==> config.mk <==
export PLATFORM = sky130hd
export DESIGN_NAME = song_sequencer
export DESIGN_NICKNAME = d
export VERILOG_FILES = /design/src/rtl/game_pkg.sv /design/src/rtl/song_sequencer_note_timer.sv /design/src/rtl/song_sequencer.sv
export SDC_FILE = /design/constraint.sdc
export NUM_CORES = 1
export LEC_CHECK = 0
export CORE_MARGIN = 3
export CORE_UTILIZATION = 35
export CTS_CLUSTER_DIAMETER = 80
export CTS_CLUSTER_SIZE = 8
export DETAILED_ROUTE_END_ITERATION = 8
export GPL_ROUTABILITY_DRIVEN = 0
export HOLD_SLACK_MARGIN = 0.1
export MAX_ROUTING_LAYER = met4
export PLACE_DENSITY_LB_ADDON = 0.3
export SYNTH_ARGS = -nofsm -noshare
export SYNTH_HDL_FRONTEND = slang
export SYNTH_SLANG_ARGS = --single-unit
==> constraint.sdc <==
create_clock -name clk_in -period 4.65 [get_ports clk_in]
set_input_delay 0.465 -clock clk_in [delete_from_list [all_inputs] [get_ports clk_in]]
set_output_delay 0.465 -clock clk_in [all_outputs]
set_load 0.01 [all_outputs]
==> src/rtl/game_pkg.sv <==
// Shared constants and types for the song playback logic.
package game_pkg;

  localparam int NOTE_BITS    = 7;
  localparam int SONG_BITS    = 2;
  localparam int SONG_STRIDE  = 256;
  localparam int END_MARK_BIT = 7;

  typedef enum logic [1:0] {
    ST_IDLE,
    ST_PREFETCH,
    ST_PLAY
  } seq_state_t;

  function automatic int unsigned song_base(input logic [SONG_BITS-1:0] song);
    return int'(song) * SONG_STRIDE;
  endfunction

endpackage

==> src/rtl/song_sequencer_note_timer.sv <==
// Note-duration down-counter: load starts a slot, tick marks its last cycle.
module note_timer #(
  parameter int NOTE_CYCLES = 50_000_000
) (
  input  logic clk_in,
  input  logic rst_in,
  input  logic clear,
  input  logic load,
  output logic tick
);

  localparam int CW = (NOTE_CYCLES > 2) ? $clog2(NOTE_CYCLES) : 1;

  logic [CW-1:0] cnt;

  always_ff @(posedge clk_in) begin
    if (rst_in || clear) begin
      cnt <= '0;
    end else if (load) begin
      cnt <= CW'(NOTE_CYCLES - 1);
    end else if (cnt != '0) begin
      cnt <= cnt - CW'(1);
    end
  end

  // Idles at zero, so tick is only meaningful while a slot is being timed.
  assign tick = (cnt == '0);

endmodule

==> src/rtl/song_sequencer.sv <==
// Plays one song from block memory as a stream of timed notes.
//
//   state       | meaning
//   ST_IDLE     | waiting for start; only state that accepts it
//   ST_PREFETCH | first entry address presented, waiting out memory latency
//   ST_PLAY     | note presented; next entry already being fetched
module song_sequencer
  import game_pkg::*;
#(
  parameter int NOTE_CYCLES  = 50_000_000,
  parameter int BRAM_LATENCY = 2,
  parameter int ADDR_W       = 10
) (
  input  logic                 clk_in,
  input  logic                 rst_in,
  input  logic                 start,
  input  logic [SONG_BITS-1:0] song_choice,
  input  logic                 abort,
  output logic [ADDR_W-1:0]    bram_addr,
  input  logic [7:0]           bram_data,
  output logic [NOTE_BITS-1:0] note,
  output logic                 note_valid,
  output logic                 note_strobe,
  output logic                 busy,
  output logic                 done,
  output logic [7:0]           note_index
);

  localparam int PW = $clog2(BRAM_LATENCY + 2);

  seq_state_t           state;
  logic [SONG_BITS-1:0] song_q;
  logic [7:0]           off_q;
  logic                 last_q;
  logic [PW-1:0]        pf_cnt;
  logic                 tick;
  logic                 fetch_slot;
  logic                 end_slot;
  logic                 timer_load;

  function automatic logic [ADDR_W-1:0] addr_of(input logic [SONG_BITS-1:0] s,
                                                input logic [7:0] o);
    return ADDR_W'(song_base(s) + 32'(o));
  endfunction

  // A slot boundary: either the first word has landed or the current note expired.
  assign fetch_slot = ((state == ST_PREFETCH) && (pf_cnt == '0)) ||
                      ((state == ST_PLAY) && tick);
  assign end_slot   = bram_data[END_MARK_BIT] || last_q;
  assign timer_load = fetch_slot && !abort;

  note_timer #(.NOTE_CYCLES(NOTE_CYCLES)) u_timer (
    .clk_in (clk_in),
    .rst_in (rst_in),
    .clear  (abort),
    .load   (timer_load),
    .tick   (tick)
  );

  always_ff @(posedge clk_in) begin
    if (rst_in) begin
      state       <= ST_IDLE;
      bram_addr   <= '0;
      note        <= '0;
      note_index  <= '0;
      note_valid  <= 1'b0;
      note_strobe <= 1'b0;
      busy        <= 1'b0;
      done        <= 1'b0;
      song_q      <= '0;
      off_q       <= '0;
      last_q      <= 1'b0;
      pf_cnt      <= '0;
    end else begin
      note_strobe <= 1'b0;
      done        <= 1'b0;
      if (abort) begin
        state      <= ST_IDLE;
        note       <= '0;
        note_valid <= 1'b0;
        busy       <= 1'b0;
        last_q     <= 1'b0;
      end else begin
        case (state)
          ST_IDLE: begin
            if (start) begin
              song_q    <= song_choice;
              off_q     <= '0;
              last_q    <= 1'b0;
              bram_addr <= addr_of(song_choice, 8'd0);
              pf_cnt    <= PW'(BRAM_LATENCY);
              busy      <= 1'b1;
              state     <= ST_PREFETCH;
            end
          end
          ST_PREFETCH, ST_PLAY: begin
            if (fetch_slot) begin
              if (end_slot) begin
                state      <= ST_IDLE;
                done       <= 1'b1;
                busy       <= 1'b0;
                note_valid <= 1'b0;
                note       <= '0;
                last_q     <= 1'b0;
              end else begin
                note        <= bram_data[NOTE_BITS-1:0];
                note_index  <= off_q;
                note_valid  <= 1'b1;
                note_strobe <= 1'b1;
                state       <= ST_PLAY;
                // Entry 255 is the last one a song owns; never step into the next song.
                if (off_q == 8'hFF) begin
                  last_q <= 1'b1;
                end else begin
                  off_q     <= off_q + 8'd1;
                  bram_addr <= addr_of(song_q, off_q + 8'd1);
                end
              end
            end else if (state == ST_PREFETCH) begin
              pf_cnt <= pf_cnt - PW'(1);
            end
          end
          default: state <= ST_IDLE;
        endcase
      end
    end
  end

endmodule
---- Yosys cells after proc, flatten, opt, wreduce, memory -nomap -nowiden ----
Index checks and enable logic that the tools add are counted.
word-level totals
  register bits ........................... 70
  input port bits ......................... 14
  output and inout bits ................... 29
  word-level logic and storage cells ...... 90
operators by class
  add/sub/neg operators ................... 4
  equal/unequal tests ..................... 11
  multiplexer cells ....................... 32
  bitwise gates (word level) .............. 4
  reductions and logical operators ........ 25
operators by type and width
  kind                                                                   count
  26-bit 2-to-1 mux                                                      2
  10-bit 2-to-1 mux                                                      4
  8-bit 2-to-1 mux                                                       4
  26-bit logical NOT                                                     1
  26-bit nonzero test                                                    1
  26-bit by 1-bit subtractor with 26-bit output (second input constant)  1
  10-bit one-hot mux with 2 select lines                                 1
  8-bit one-hot mux with 2 select lines                                  1
  2-bit != test (second input constant)                                  7
  2-bit 2-to-1 mux                                                       6
  4-bit AND reduction                                                    3
  10-bit by 8-bit adder with 10-bit output                               1
  1-bit 2-to-1 mux                                                       9
  8-bit by 1-bit adder with 8-bit output (second input constant)         1
  8-bit equality test (second input constant)                            1
  2-bit one-hot mux with 2 select lines                                  2
  7-bit 2-to-1 mux                                                       1
  6-bit AND reduction                                                    1
  2-bit OR reduction                                                     3
  5-bit AND reduction                                                    1
  2-bit logical NOT                                                      2
  1-bit inverter                                                         4
  1-bit one-hot mux with 2 select lines                                  2
  2-bit AND reduction                                                    2
  10 further kinds                                                       15

---- Depth between registers and ports, before layout ----
Gate-level depths: netlist of the first run.
  depth in word-level cells ............... 6
  depth in mapped cells ................... 9
  gate-level depth less buffers ........... 7

---- Cells and area by module ----
From an unflattened synthesis of the first run, not the netlist that was laid out.
second synthesis, totals
  cells, all modules ...................... 338
  area total of the unflattened synthesis .. 3078.0 µm²
by module, submodules not included
  module          times used  cells an instance  area an instance (µm²)  seq. area each (µm²)
  song_sequencer  1           182                1684.1                  720.7
  note_timer      1           156                1393.8                  520.5

---- Worst setup path after synthesis of the first run ----
OpenSTA, ideal clock, no wires.
  path kind ............................... register -> register
  from .................................... register state[0]
  to ...................................... register bram_addr[5]
  setup time .............................. 0.070 ns
  data arrival time ....................... 1.981 ns
  required time ........................... 4.580 ns
  slack ................................... 2.599 ns
  cell stages (with the launch flop) ...... 8
  path buffers ............................ 0
  period minus slack after synthesis ...... 2.051 ns
  path through ............................ dfxtp_1 -> inv_1 -> ha_1 -> nor2b_1 -> nor4b_2 -> nand2_1 -> or4_1 -> a21oi_1
between the ends
  cells in the longest elaborated chain, start to end .. 5
  elaborated cells between the ends (all ways) .. 14
  classes of those cells .................. eq/ne: 6; mux: 1; reduce/logical: 7
RTL lines
  what                                                                                   line                                                              text
  start, declared                                                                        song_sequencer.sv:31                                              seq_state_t state;
  start signal, assigned                                                                 song_sequencer.sv:62                                              state <= ST_IDLE;
  start signal, assigned                                                                 song_sequencer.sv:78                                              state <= ST_IDLE;
  start signal, assigned                                                                 song_sequencer.sv:93                                              state <= ST_PREFETCH;
  2-bit by 1-bit equality test with 1-bit output or 2-bit equality test (tied branches)  song_sequencer.sv:47, song_sequencer.sv:84, song_sequencer.sv:48
  1-bit logical AND (on tied branches)                                                   song_sequencer.sv:47, song_sequencer.sv:48
  1-bit logical OR                                                                       song_sequencer.sv:47                                              assign fetch_slot = ((state == ST_PREFETCH) && (pf_cnt == '0)) ||
  2-bit != test (no line)                                                                --
  6-bit AND reduction (no line)                                                          --
  end signal, assigned                                                                   song_sequencer.sv:90                                              bram_addr <= addr_of(song_choice, 8'd0);
  end signal, assigned                                                                   song_sequencer.sv:116                                             bram_addr <= addr_of(song_q, off_q + 8'd1);
  end, declared                                                                          song_sequencer.sv:19                                              output logic [ADDR_W-1:0] bram_addr,
Parallel ways exist; a longest one is shown, timed or not.
A chain may end at the register's enable or synchronous reset.

---- Final worst setup path of the first run ----
  from .................................... register u_timer.cnt[0]
  to ...................................... register u_timer.cnt[17]
between the ends
  cells in the longest elaborated chain, start to end .. 5
  elaborated cells between the ends (all ways) .. 9
  classes of those cells .................. add/sub: 1; mux: 2; reduce/logical: 6
RTL lines
  what                                                                                   line                             text
  start, declared                                                                        song_sequencer_note_timer.sv:14  logic [CW-1:0] cnt;
  start signal, assigned                                                                 song_sequencer_note_timer.sv:20  cnt <= CW'(NOTE_CYCLES - 1);
  start signal, assigned                                                                 song_sequencer_note_timer.sv:22  cnt <= cnt - CW'(1);
  branches (longest 5 deep; another with 26-bit by 1-bit subtractor with 26-bit output)  --
Several ways; the timed one is not identified. The select of a mux whose other input is x is not followed.

==> impl_metrics.yaml, run 1 <==
critical_path:
  max_stage_delay_ps: 810
  r2r_start: "u_timer.cnt[0]$_SDFFE_PP0P_"
  worst-path-max-fanout: 11
  critical_path_class: "reg2reg"
  critPathArrivalTime_ps: 2890
  path_cells: "inv_1, ha_1, nor4b_2, nand4_1, o21ai_0, buf_4, or4_1, a31oi_1"
  cp_slowest_cell: "o21ai_0"
  endpoint_kind: "flop"
  worstPathRequired_ps: 4850
  cp-start-kind: "flop"
  crit_start: "u_timer.cnt[0]$_SDFFE_PP0P_"
yosys:
  synth_seq_cells: 62
  synthesis.nets: 382
  synth_edf_count: 0
  postSynthAreaPerCell_um2: 8.65
  syn_inst: 360
  yosysMostFrequentCell: "dfxtp_1"
  synth_top_area_share_pct: 39.9
  synthArstFlopShare_pct: 0
  syn-cell-area_um2: 3110
  synth.distinct_cells: 49
  yosysWarnings: 0
  yosysTopAreaCell: "dfxtp_1"
  yosys-top-cells-count: "62 x dfxtp_1, 38 x nand2_1, 21 x a21oi_1, 20 x o21ai_0"
  seq_area_frac_synth_pct: 39.9
  synthFlopType: "dfxtp_1"
  synth_area_leaders: "dfxtp_1 40%, nand2_1 4.6%, mux2i_1 4.5%"
grt:
  antenna_found_initial: 0
  grt_max_degree: 43
  grt_pass1_vias: 2749
  grt_usage_pct: 15.9
  grt_pass1_wl_um: 12700
  grt_overflow: 0
timing:
  setup_viol: 0
  maxSlewViolCount: 0
  finalHoldViolCount: 0
  fin_skew_ps: 11.1
  fmax_ghz: 0.373
  rsz0062_at_grt: "false"
  tns_ps: 0
  max_slew.worst_pin.slew_ps: 1010
  finalCritPeriodShare_pct: 57.7
  relSlewSlack_pct: 32.0
  layout_min_cycle_time_ps: 2680
clock_network:
  htreeDepth: 3
  cts_buffers: 9
  ctsHoldBuffers: 0
  root_buffer: "clkbuf_8"
  cts_setup_buffers: 0
  clockBufferDepth: 2
  clock-sinks: 62
  worst_skew_pair.late_latency_ps: 350
  clk_pin_slew_ps: 80
  cts_tree: "done"
  cts_resized: 0
route:
  dr.first_iter.drc_count: 119
  vias_per_cell: 5.68
  drt-pass1-iter-count: 5
  drcViolationCount: 0
  wire_per_inst_um: 14.5
  via_count: 2876
  final_antenna_net_count: 0
  routed_wl_um: 7360
floorplanning:
  die-height_um: 100
  initial_core_util_pct: 37.0
  rows: 33
  dieArea_um2: 10100
  dieWidth_um: 100
  core_um2: 8420
  io_pins: 43
power:
  pwr_density_cell_nw_per_um2: 576
  switching_share_pct: 40.5
  peakVddDrop_mv: 0.269
  p_int_mw: 1.31
  p_sw_mw: 0.894
  comb_power_share_pct: 44.4
  clock_power_share_pct: 23.4
  total_leakage_power_nw: 1.33
  total_power_mw: 2.21
  power_frac_seq_pct: 32.2
layout:
  finish.instance_area_um2: 3830
  seq_area_um2: 1240
  nFillCells: 875
  syn_to_final_growth_pct: 23.0
  utilization_pct: 45.5
  drive_above_1_share_pct: 9.48
  multi_input_area_um2: 1760
  final_nets: 419
  diodes: 0
  final_cells: 506
flow_run:
  cap_violations: 0
worst_hold_path:
  min_from: "note_index[1]$_SDFFE_PP0P_"
  worstHoldPathType: "reg2reg"
run_status:
  status: "complete, no violations"
placed_design:
  dpl.hpwl_um: 5050
  dpl_cell_area_um2: 3620
  portBuffers: 42
  dp_cells: 491
==> worst max-delay path: cells and delay by family (launching register included) <==
family | cells | cell delay, ps
buffers and inverters | 2 | 420
AOI/OAI and AO/OA | 2 | 880
adders and majority gates | 1 | 170
DFF | 1 | 310
and+or+nand+nor | 3 | 780
==> path summary, 6_finish.rpt <==
check,to,slack [ps],cells after the start
worst max-delay path,u_timer.cnt[17]$_SDFFE_PP0P_,1970,8
worst min-delay path,note_index[1]$_SDFFE_PP0P_,460,2
worst max register to register,u_timer.cnt[17]$_SDFFE_PP0P_,1970,8
worst min register to register,note_index[1]$_SDFFE_PP0P_,460,2
==> layer usage <==
layer	vias up	part of all wire [%]	track usage, %
met3	11	4.1	5.00
met1	1387	49	19.9
li1	1424	-	-
met5	-	0	-
met4	0	1.2	3.94
met2	54	45	24.9
==> registers in the layout, summed over array words and instances, names as in the netlist, 2 cells and up <==
| register | count |
|---|---|
| note | 7 |
| u_timer.cnt | 26 |
| song_q | 2 |
| bram_addr | 10 |
| note_index | 8 |
| pf_cnt | 2 |
| state | 2 |
==> layout by cell type (no fill, tap or decap), types with 3 or more instances in the layout <==
cell	count
o21a_1	3
o211ai_1	5
a31oi_1	13
buf_4	4
nand2_1	38
a32o_1	3
nor3b_1	5
a21oi_1	21
clkbuf_8	9
o21ai_0	20
or4_1	16
dfxtp_1	62
ha_1	8
nor2_1	17
nand4_1	10
inv_1	9
clkdlybuf4s50_1	42
nand3_1	10
nor3_1	7
nand2b_1	3
and3_1	3
clkinvlp_4	3
or2_2	10
o31ai_1	17
mux2i_1	14
or3_1	12
==> cells by family (layout without fill, tap and decap cells) <==
family	Yosys count	count (layout)	synth area share, %
adders and majority gates	8	8	3.22
buffers and inverters	29	70	3.74
DFF	62	62	39.9
AOI/OAI and AO/OA	93	93	19.3
and+or+nand+nor	150	150	28.2
xor gates and xnor gates	4	4	1.13
muxes	14	14	4.50
==> per-stage QoR <==
step	hold slack (ps)	worst slack, ps
2_1_floorplan	454	2600
3_3_place_gp	444	2020
3_5_place_dp	449	1950
4_1_cts	466	1980
5_1_grt	488	1630
6_report	461	1970
==> cell type report <==
cell class              count  area share [%]
multi-input cells         269            46.0
flip-flops and latches     62            32.4
repair buffers             46            11.8
well taps                 105            3.43
clock buffers               9            3.24
clock inverters             6            2.29
inverters                   9           0.882
==> power groups by stage <==
| stage | sequential (mW) | clock [mW] | combinational [mW] |
|---|---|---|---|
| after detailed placement | 0.720 | 0 | 0.970 |
| after global routing | 0.726 | 0.548 | 1.12 |
| after floorplan | 0.701 | 0 | 0.796 |
| final | 0.711 | 0.516 | 0.978 |
| after CTS | 0.710 | 0.530 | 0.977 |
| after global placement | 0.719 | 0 | 0.948 |
No activity file was read; power rests on OpenSTA's default activity.
==> run 2, diff against run 1 <==
Clock period 4.65 ns to 2.7 ns, I/O delays scaled along.
==> run 2 against run 1 <==
- critical endpoint is now bram_addr[6]$_SDFFE_PP0P_
- sequential power increased by 73%
- power grew 75%
- worst hold slack improved by 4.9 ps
- worst setup slack got worse by 1700 ps
- non-clock buffer count grew 13
- register-to-register slack worse by 1700 ps
- largest power group unchanged
- cell area grew 2.5%
- first-iteration DRC count decreased by 1.7%
- critical path depth is 1 lower
- combinational power up 83%
==> impl_metrics.yaml, run 2 (synthesized netlist as in run 1, its figures left out) <==
power:
  p_int_mw: 2.28
  switching_share_pct: 40.9
  pwr_density_cell_nw_per_um2: 984
  clock_power_share_pct: 21.9
  p_sw_mw: 1.58
  comb_power_share_pct: 46.3
  peakVddDrop_mv: 0.522
  power_frac_seq_pct: 31.8
  total_leakage_power_nw: 1.39
floorplanning:
  core_um2: 8420
  io_pins: 43
  dieWidth_um: 100
  dieArea_um2: 10100
  initial_core_util_pct: 37.0
  die-height_um: 100
  rows: 33
grt:
  grt_usage_pct: 17.1
  grt_pass1_wl_um: 13700
  grt_overflow: 0
  grt_max_degree: 24
  grt_pass1_vias: 2946
  antenna_found_initial: 0
worst_hold_path:
  whs_path_depth: 2
  worstHoldPathType: "reg2reg"
  min_from: "note_index[3]$_SDFFE_PP0P_"
  holdPathEnd: "note_index[3]$_SDFFE_PP0P_"
critical_path:
  endpoint_kind: "flop"
  critPathArrivalTime_ps: 2730
  critical_path_class: "reg2reg"
  crit_cells: 7
  r2r_cells: 7
  worstPathRequired_ps: 2970
  crit_start: "state[0]$_SDFFE_PP0P_"
  reg2reg_slack_ps: 250
  r2r_start: "state[0]$_SDFFE_PP0P_"
  cp_slowest_cell: "or4_1"
  worst-path-max-fanout: 7
  cp-start-kind: "flop"
  max_stage_delay_ps: 520
  crit_family: "simple AND/OR/NAND/NOR gates"
  critPathBufInv: 1
  path_cells: "inv_1, ha_1, nor2b_1, nor4b_2, nand2_1, or4_1, a21oi_1"
  r2r_end: "bram_addr[6]$_SDFFE_PP0P_"
layout:
  max_flop_register: "u_timer.cnt"
  utilization_pct: 46.6
  largest_reg_flops: 26
  syn_to_final_growth_pct: 26.0
  drive_above_1_share_pct: 12.5
  final_nets: 432
  multi_input_area_um2: 1760
  final_common_cell: "dfxtp_1"
  seq_area_um2: 1240
  final_cell_mix: "62 x dfxtp_1, 42 x clkdlybuf4s50_1, 38 x nand2_1"
  nFillCells: 851
  diodes: 0
  largestRegisters: "u_timer.cnt x26, bram_addr x10, note_index x8"
timing:
  fmax_ghz: 0.408
  finalHoldViolCount: 0
  rsz0062_at_grt: "false"
  max_slew.worst_pin.slew_ps: 781
  setup_viol: 0
  fin_skew_ps: 9.50
  finalCritPeriodShare_pct: 90.8
  relSlewSlack_pct: 47.4
  tns_ps: 0
  layout_min_cycle_time_ps: 2450
  maxSlewViolCount: 0
placed_design:
  portBuffers: 42
  dpl.hpwl_um: 5600
clock_network:
  worst_skew_pair.late_latency_ps: 350
  cts_resized: 0
  cts_setup_buffers: 0
  cts_tree: "done"
  cts_buffers: 9
  clockBufferDepth: 2
  clk_pin_slew_ps: 80
  htreeDepth: 3
  clock-sinks: 62
  ctsHoldBuffers: 0
  root_buffer: "clkbuf_8"
route:
  dr.first_iter.drc_count: 117
  vias_per_cell: 5.62
  routed_wl_um: 7800
  wire_per_inst_um: 15.0
  via_count: 2924
  drcViolationCount: 0
  final_antenna_net_count: 0
  drt-pass1-iter-count: 4
flow_run:
  cap_violations: 0
run_status:
  status: "complete, no violations"
## run 2: cell count changes in the layout (fill, tap and decap cells not counted)
cell	delta
buf_4	+13
bufinv_16	-1
clkbuf_8	+1
clkinv_2	-1
clkinv_4	+1
inv_6	+1
## run 2: worst max path at each step
stage                                     end  slack [ps]
floorplan           bram_addr[5]$_SDFFE_PP0P_         650
global placement    bram_addr[5]$_SDFFE_PP0P_         350
detailed placement  bram_addr[7]$_SDFFE_PP0P_         250
CTS                 bram_addr[7]$_SDFFE_PP0P_         270
global route        bram_addr[5]$_SDFFE_PP0P_          50
finish              bram_addr[6]$_SDFFE_PP0P_         250
## run 2: worst register-to-register path, cell delays in order, from the launching register on
cell	delay, ps
dfxtp_1	370
inv_1	90
ha_1	280
nor2b_1	230
nor4b_2	480
nand2_1	260
or4_1	520
a21oi_1	150
## run 2: metrics by stage
step | total power [mW] | worst slack [ps] | hold slack, ps | cells | cell area, um2
final | 3.86 | 248 | 466 | 520 | 3920
after global routing | 4.18 | 52.5 | 483 | 520 | 3920
after global placement | 2.96 | 355 | 443 | 504 | 3710
after detailed placement | 3.04 | 255 | 451 | 504 | 3710
after floorplan | 2.58 | 649 | 414 | 360 | 3110
after CTS | 3.90 | 271 | 468 | 520 | 3920
## run 2: final cells by class
class                   instances  area share [%]
flip-flops and latches         62            31.6
multi-input cells             269            44.9
clock inverters                 6            1.79
well taps                     105            3.35
clock buffers                  10            3.51
repair buffers                 59            14.0
inverters                       9           0.861
## run 2: power groups by stage
| stage | clock network (mW) | registers, mW | logic [mW] |
|---|---|---|---|
| after CTS | 0.872 | 1.22 | 1.80 |
| after global routing | 0.913 | 1.26 | 2.01 |
| after global placement | 0 | 1.24 | 1.72 |
| after floorplan | 0 | 1.21 | 1.37 |
| after detailed placement | 0 | 1.24 | 1.80 |
| final | 0.844 | 1.23 | 1.79 |
## run 2: routing by layer
layer	GRT usage [%]	wire [um]	up-vias
met2	27.1	3660	60
met3	5.42	330	17
met5	-	0	-
met4	4.46	101	0
li1	-	-	1455
met1	21.3	3710	1392
